## src/rtl/adder_tree_loader.sv

```systemverilog
// Collects a stream of unsigned operands into 8-lane batches for the adder tree leaves.
// A batch closes when lane 7 is written or on flush; unwritten lanes are presented as zero.
module adder_tree_loader #(
    parameter int ADDER_WIDTH = 13,
    parameter int LANES       = 8
) (
    input  logic                         clk,
    input  logic                         rst,
    input  logic                         in_valid,
    output logic                         in_ready,
    input  logic [ADDER_WIDTH-1:0]       in_data,
    input  logic                         in_flush,
    output logic                         out_valid,
    input  logic                         out_ready,
    output logic [LANES*ADDER_WIDTH-1:0] out_data,
    output logic [3:0]                   out_count
);

    typedef enum logic {
        S_FILL = 1'b0,
        S_FULL = 1'b1
    } state_t;

    state_t                              r_state, w_state_nxt;
    logic [3:0]                          r_cnt, w_cnt_nxt;
    logic [LANES-1:0][ADDER_WIDTH-1:0]   r_lanes, w_lanes_nxt;

    always_ff @(posedge clk) begin
        if (rst) begin
            r_state <= S_FILL;
            r_cnt   <= 4'd0;
            r_lanes <= '0;
        end else begin
            r_state <= w_state_nxt;
            r_cnt   <= w_cnt_nxt;
            r_lanes <= w_lanes_nxt;
        end
    end

    always_comb begin
        w_state_nxt = r_state;
        w_cnt_nxt   = r_cnt;
        w_lanes_nxt = r_lanes;
        in_ready    = 1'b1;
        out_valid   = 1'b0;
        case (r_state)
            S_FILL: begin
                if (in_valid) begin
                    w_lanes_nxt[r_cnt[2:0]] = in_data;
                    w_cnt_nxt               = r_cnt + 4'd1;
                    if (r_cnt == 4'(LANES - 1) || in_flush)
                        w_state_nxt = S_FULL;
                end else if (in_flush && r_cnt != 4'd0) begin
                    w_state_nxt = S_FULL;
                end
            end
            S_FULL: begin
                in_ready  = out_ready;
                out_valid = 1'b1;
                // Batch handoff: a same-cycle operand starts the next batch in lane 0.
                if (out_ready) begin
                    w_lanes_nxt = '0;
                    w_cnt_nxt   = 4'd0;
                    w_state_nxt = S_FILL;
                    if (in_valid) begin
                        w_lanes_nxt[0] = in_data;
                        w_cnt_nxt      = 4'd1;
                        if (in_flush)
                            w_state_nxt = S_FULL;
                    end
                end
            end
            default: w_state_nxt = S_FILL;
        endcase
    end

    assign out_data  = r_lanes;
    assign out_count = (r_state == S_FULL) ? r_cnt : 4'd0;

endmodule

```

## config.mk

```make
export PLATFORM = sky130hd
export DESIGN_NAME = adder_tree_loader
export DESIGN_NICKNAME = d
export VERILOG_FILES = /design/src/rtl/adder_tree_loader.sv
export SDC_FILE = /design/constraint.sdc
export NUM_CORES = 1
export LEC_CHECK = 0
export ABC_CLOCK_PERIOD_IN_PS = 1500
export BUFFER_PORTS_ARGS = -buffer_cell sky130_fd_sc_hd__buf_2
export CAP_MARGIN = 20
export CORE_AREA = 2 2 100 102
export DETAILED_ROUTE_END_ITERATION = 10
export DIE_AREA = 0 0 102 104
export PLACE_DENSITY = 0.86
export SLEW_MARGIN = 20
export SYNTH_ARGS = -nofsm -noshare
export SYNTH_HDL_FRONTEND = slang
export SYNTH_SLANG_ARGS = --single-unit
```

## constraint.sdc

```tcl
create_clock -name clk -period 1.5 [get_ports clk]
set_clock_uncertainty 0.2 [all_clocks]
set_input_delay 0.3 -clock clk [delete_from_list [all_inputs] [get_ports clk]]
set_output_delay 0.3 -clock clk [all_outputs]
set_load 0.1 [all_outputs]
```

* Yosys cells after proc, flatten, opt, wreduce, memory -nomap -nowiden
Cells that the tools add are included.
Cells by class: reductions and logical operators 5, $add $sub $neg 1, $lt $le $gt $ge 2, eq/ne operators 3, muxes and demuxes 21, bitwise logic cells 1
Operators with widths (number):
- 2-to-1 mux 104 bit | 2
- case mux 104 bit (2 select lines) | 1
- bitwise mux 104 bit | 1
- demux 13 bit (select 3 bit) | 1
- 2-to-1 mux 13 bit | 2
- 2-to-1 mux 4 bit | 3
- 2-to-1 mux 1 bit | 9
- case mux 4 bit (2 select lines) | 1
- adder 4 x 1 -> 4 bit (second input constant) | 1
- == test 4 x 3 -> 1 bit (second input constant) | 1
- less-than comparator 3 x 4 -> 1 bit (second input constant) | 1
- inequality test 2 bit (second input constant) | 2
- nonzero test 4 bit | 1
- >= comparator 3 x 1 -> 1 bit (second input constant) | 1
- logical AND 1 bit | 2
- case mux 1 bit (2 select lines) | 1
- AND reduction 2 bit | 1
- logical OR 1 bit | 1
- inverter 1 bit | 1
Storage, ports and cells: output and inout port bits 110, bits of input ports 18, register bits after elaboration 109

* Longest topological paths before layout
depth after elaboration 7, gate-level depth with buffers 8, gate-level depth less buffers 5

* Worst setup path after synthesis
Ideal clock, no wire load.
path kind reg2out, start register r_state, end output out_count[0], slack -1262 ps, arrival 2262 ps, buffers on the path 2, required time 1000 ps, stages on the path, launching flop included 4, path through dfxtp_1 -> buf_4 -> clkbuf_1 -> and2_1
On the way: longest elaborated chain between the ends 1
RTL lines:
- start: declaration | RTL line 24 | state_t r_state, w_state_nxt;
- start signal: assignment | RTL line 34 | r_state <= w_state_nxt;
- 2-to-1 mux 4 bit | RTL line 78 | assign out_count = (r_state == S_FULL) ? r_cnt : 4'd0;
- end: declaration | RTL line 16 | output logic [3:0] out_count
Every way passes these cells.

* Worst setup path in the final report
start register r_cnt[0], end register r_lanes (netlist bit out_data[62])
On the way: longest elaborated chain between the ends 7, elaborated cells between the ends (all ways) 8, those cells by class order compare: 2; mux: 5; reduce/logical: 1
RTL lines:
- start: declaration | RTL line 25 | logic [3:0] r_cnt, w_cnt_nxt;
- start signal: assignment | RTL line 35 | r_cnt <= w_cnt_nxt;
- less-than comparator 3 x 4 -> 1 bit (not written as such) / >= comparator 3 x 1 -> 1 bit (equally long branches) | RTL line 49 | w_lanes_nxt[r_cnt[2:0]] = in_data;
- logical AND 1 bit (not written as such) | RTL line 49
- 2-to-1 mux 13 bit (not written as such) | RTL line 49
- demux 13 bit (select 3 bit) * | RTL line 49
- bitwise mux 104 bit * | RTL line 49
- 2-to-1 mux 104 bit * | RTL line 48 | if (in_valid) begin
- case mux 104 bit (2 select lines) * | RTL line 46 | case (r_state)
- end signal: assignment | RTL line 36 | r_lanes <= w_lanes_nxt;
- end: declaration | RTL line 26 | logic [LANES-1:0][ADDER_WIDTH-1:0] r_lanes, w_lanes_nxt;
Mark *: on every way between the ends. The rest lies on a longest branch, timed or not. The select of a mux whose other input is x is not followed. A chain may end at the register's enable or synchronous reset.

==> reports/results.txt <==
The tightest hold path in the finished design has a slack of 0.04046 ns. Averaged over all synthesized cells, the footprint is 9.396 µm². The critical path is of the flop to flop type.

For this run, global-route usage on met3 was measured as 13.64%. The detailed router finished its first iteration with 922 violations. The smallest clock period supported by the final layout is computed as 2.098 ns. The share of Yosys cell area claimed by the top area cell type is 50.82%. Summing over every cut layer, the via total after detailed routing is 5766. After clock tree synthesis, the clock-pin slew on the worst setup and hold paths is 0.12 ns.

In this run the count of I/O pins placed on the die edge is 128. The clock passes through at most 2 buffers. The final net count is 668, and the count of cell types in the netlist is 37. The slew at the pin with the worst max-slew slack was 0.5538 ns; the largest net degree at the start of global routing was 58.

The ratio of final minimum period to clock period was 139.8%; the count of standard-cell rows was 36. The count of mapped cells out of synthesis was 457; the max-slew violation total from the final report was 0. The initial utilization of the core area, before any placement, comes to 44.97%.

The min-delay analysis places its worst path in the category input port to flop. The max-cap violation count came out at 0. The number of antenna violations at the first check in global routing was 2; the register bit count reported by yosys was 109. The worst relative slew slack came out at 62.97%.

The fraction of layout cells with a size suffix above 1 was 78.41%; the post-detailed-route count of antenna-violating nets was 0. The overall die width came out at 102 µm. The congestion estimate from routability-driven global placement came to 0.8642. Summing the sequential cell areas from Yosys gives 50.82% of the chip area. The run gives 7.311 mW as the overall power consumption.

Counting instances in the post-synthesis netlist gives the leading cell types as 109 x dfxtp_1, 81 x nor2_1, 52 x a32oi_1. dfxtp_1 takes more of the synthesized area than any other cell. Data on the critical path arrives at its endpoint at 2.22 ns.

VDD sags by at most 1.424 mV. TritonCTS built the clock tree. The number of clock buffers added by TritonCTS is 9. The tools report the launching element of the worst setup path as r_cnt[0]$_SDFFE_PP0P_. The final hold violation count came out at 0.

The final number of setup-violating endpoints came out at 143. The layout has 160 filler cells. The count of flip-flops with a built-in enable after synthesis came out at 0.

For this run, global-route usage on met1 was measured as 45.68%. The number of buffers inserted by port buffering is 127. The tools report the global-route wire length before repair as 32770 µm.

The start point of the worst hold path is rst. Using the TritonRoute via totals, the vias-per-cell ratio works out to 7.317. In the global route stage, overall resource usage came out at 41.72%.

In this run the static leakage power is 3.319 nW. The checks that failed: negative setup slack. The clock sink total is 109, and the count of unresolved DRC violations after routing is 0. During synthesis, Yosys emitted a total of 0 warnings. The worst register-to-register path begins at r_cnt[0]$_SDFFE_PP0P_. The routing usage on met2 was 67.15%; the floorplan die area was 10610 µm². Cell with the most instances after synthesis: dfxtp_1. Setup total negative slack on the finished layout was measured at -40.25 ns.

The detailed-route wire length per cell is 37.33 µm. The detailed placement HPWL is 11750 µm, and the count of TritonRoute iterations in the first routing pass is 6. The worst setup path is captured at a flop. The run gives -0.5975 ns as the worst setup margin. Async set or reset register ratio after synthesis: 0%.

The later-pin clock latency in the skew report is 0.41 ns, and the via count of the first global-routing pass is 5268. Of all nets on the critical path, the largest fanout is 13. The logs give 0.4768 GHz for the maximum clock rate and 4294 µm² for the area of the mapped netlist. The most used flip-flop cell after synthesis is dfxtp_1. The floorplan die height came out at 104 µm.

The critical path required time was 1.62 ns. The buffer type at the clock tree root was clkbuf_8. met2 is the most crowded layer.

Setup repair after global routing could not meet its margin everywhere. The run gives 9549 µm² as the area of the core region. CTS built an H-tree with a depth of 3. In the post-synthesis netlist, the biggest area contributors are dfxtp_1 51%, a32oi_1 11%, nor2_1 7.1%. The leftover overflow at the end of global routing is 0. The flow ran to the end, but the final reports show violations. Once layout is complete, the utilization of the core stands at 96.61%. The power per cell area works out to 792.5 nW/µm².

The net count after synthesis was 477. Area growth from synthesis to layout: 114.8%. The worst setup path is launched from a flop.

The run gives 29420 µm as the overall routed net length. At the placement stage, the worst setup path has a slack of -0.2799 ns.
layout by cell type, fill, tap and decap left out, types with 4 or more instances in the layout:
| cell | count |
|---|---|
| buf_12 | 121 |
| dfxtp_2 | 81 |
| nor2_1 | 76 |
| buf_4 | 44 |
| a32oi_2 | 30 |
| a22oi_2 | 25 |
| dfxtp_4 | 24 |
| buf_6 | 22 |
| a32oi_1 | 20 |
| buf_2 | 18 |
| nand3_2 | 16 |
| nand3_4 | 16 |
| a21oi_2 | 13 |
| nand2b_1 | 13 |
| nor2b_4 | 10 |
| nand3_1 | 9 |
| clkbuf_8 | 9 |
| and2_4 | 8 |
| buf_8 | 8 |
| o21ai_1 | 7 |
| o21ai_2 | 7 |
| nor2b_2 | 6 |
| nor2_2 | 5 |
| buf_16 | 5 |
| a31oi_4 | 4 |
| a21oi_1 | 4 |
| a21oi_4 | 4 |
| clkbuf_16 | 4 |
| dfxtp_1 | 4 |
sequential cells by signal, summed over array words and instances, names as in the netlist:
signal    cells
out_data    104
r_state       1
r_cnt         4
power breakdown:
part           leakage (nW)  switching [mW]  internal, mW
registers             0.940          0.0944          2.92
clock network         0.117            1.24         0.969
logic                  2.26            1.30         0.784
total                  3.32            2.64          4.67
worst max-delay path, cell delays in order (launching register included):
cell,delay (ns)
dfxtp_4,0.40
buf_6,0.14
nor2_2,0.34
buf_4,0.23
and2_4,0.16
buf_12,0.15
a32oi_2,0.14
nor2_2,0.23
routing by layer:
metal / part of all wire [%] / wire length [µm] / vias to the layer above
met3: 14 / 4074 / 294
met2: 42 / 12470 / 715
met4: 12 / 3416 / 0
li1: - / - / 2058
met5: 0 / 0 / -
met1: 32 / 9456 / 2699
worst paths after layout:
check	cells past startpoint	slack, ns	to
setup / recovery	7	-0.60	out_data[62]$_SDFFE_PP0P_
hold / removal	2	0.04	r_cnt[0]$_SDFFE_PP0P_
setup reg to reg	7	-0.60	out_data[62]$_SDFFE_PP0P_
hold reg to reg	2	0.30	out_data[34]$_SDFFE_PP0P_
cell type report:
cell class / instances / area (µm²) / share of cell area [%]
timing repair buffer: 224 / 3488 / 37.81
clock buffer: 9 / 123.9 / 1.343
multi-input combinational: 300 / 2945 / 31.93
clock inverter: 7 / 107.6 / 1.166
tap: 133 / 166.4 / 1.804
antenna: 2 / 5.005 / 0.05425
sequential: 109 / 2374 / 25.73
inverter: 4 / 15.01 / 0.1628
per-stage QoR:
step           std cells  area [µm²]
3_5_place_dp         723        7078
5_1_grt              786        9220
2_1_floorplan        457        4464
6_report             788        9225
4_1_cts              767        8110
3_3_place_gp         723        7078
cell families (layout without fill, tap and decap cells):
family	after synthesis	count (layout)	share of synthesized area, %
buf+inv	51	244	6.527
fa+ha+maj	2	2	0.5827
flops	109	109	50.82
other cells	0	2	0
compound gates	123	125	22.47
simple gates	171	172	19.41
xor+xnor	1	1	0.2040
what timing repair did:
| action | CTS | global route |
|---|---|---|
| hold buffers | 0 | 0 |
| gates cloned | 9 | 9 |
| setup buffers | 20 | 15 |
| endpoints found under the setup margin | 140 | 197 |
| pin swaps | 28 | 54 |
| resized for setup | 126 | 246 |
No activity file was read; power rests on OpenSTA's default activity.
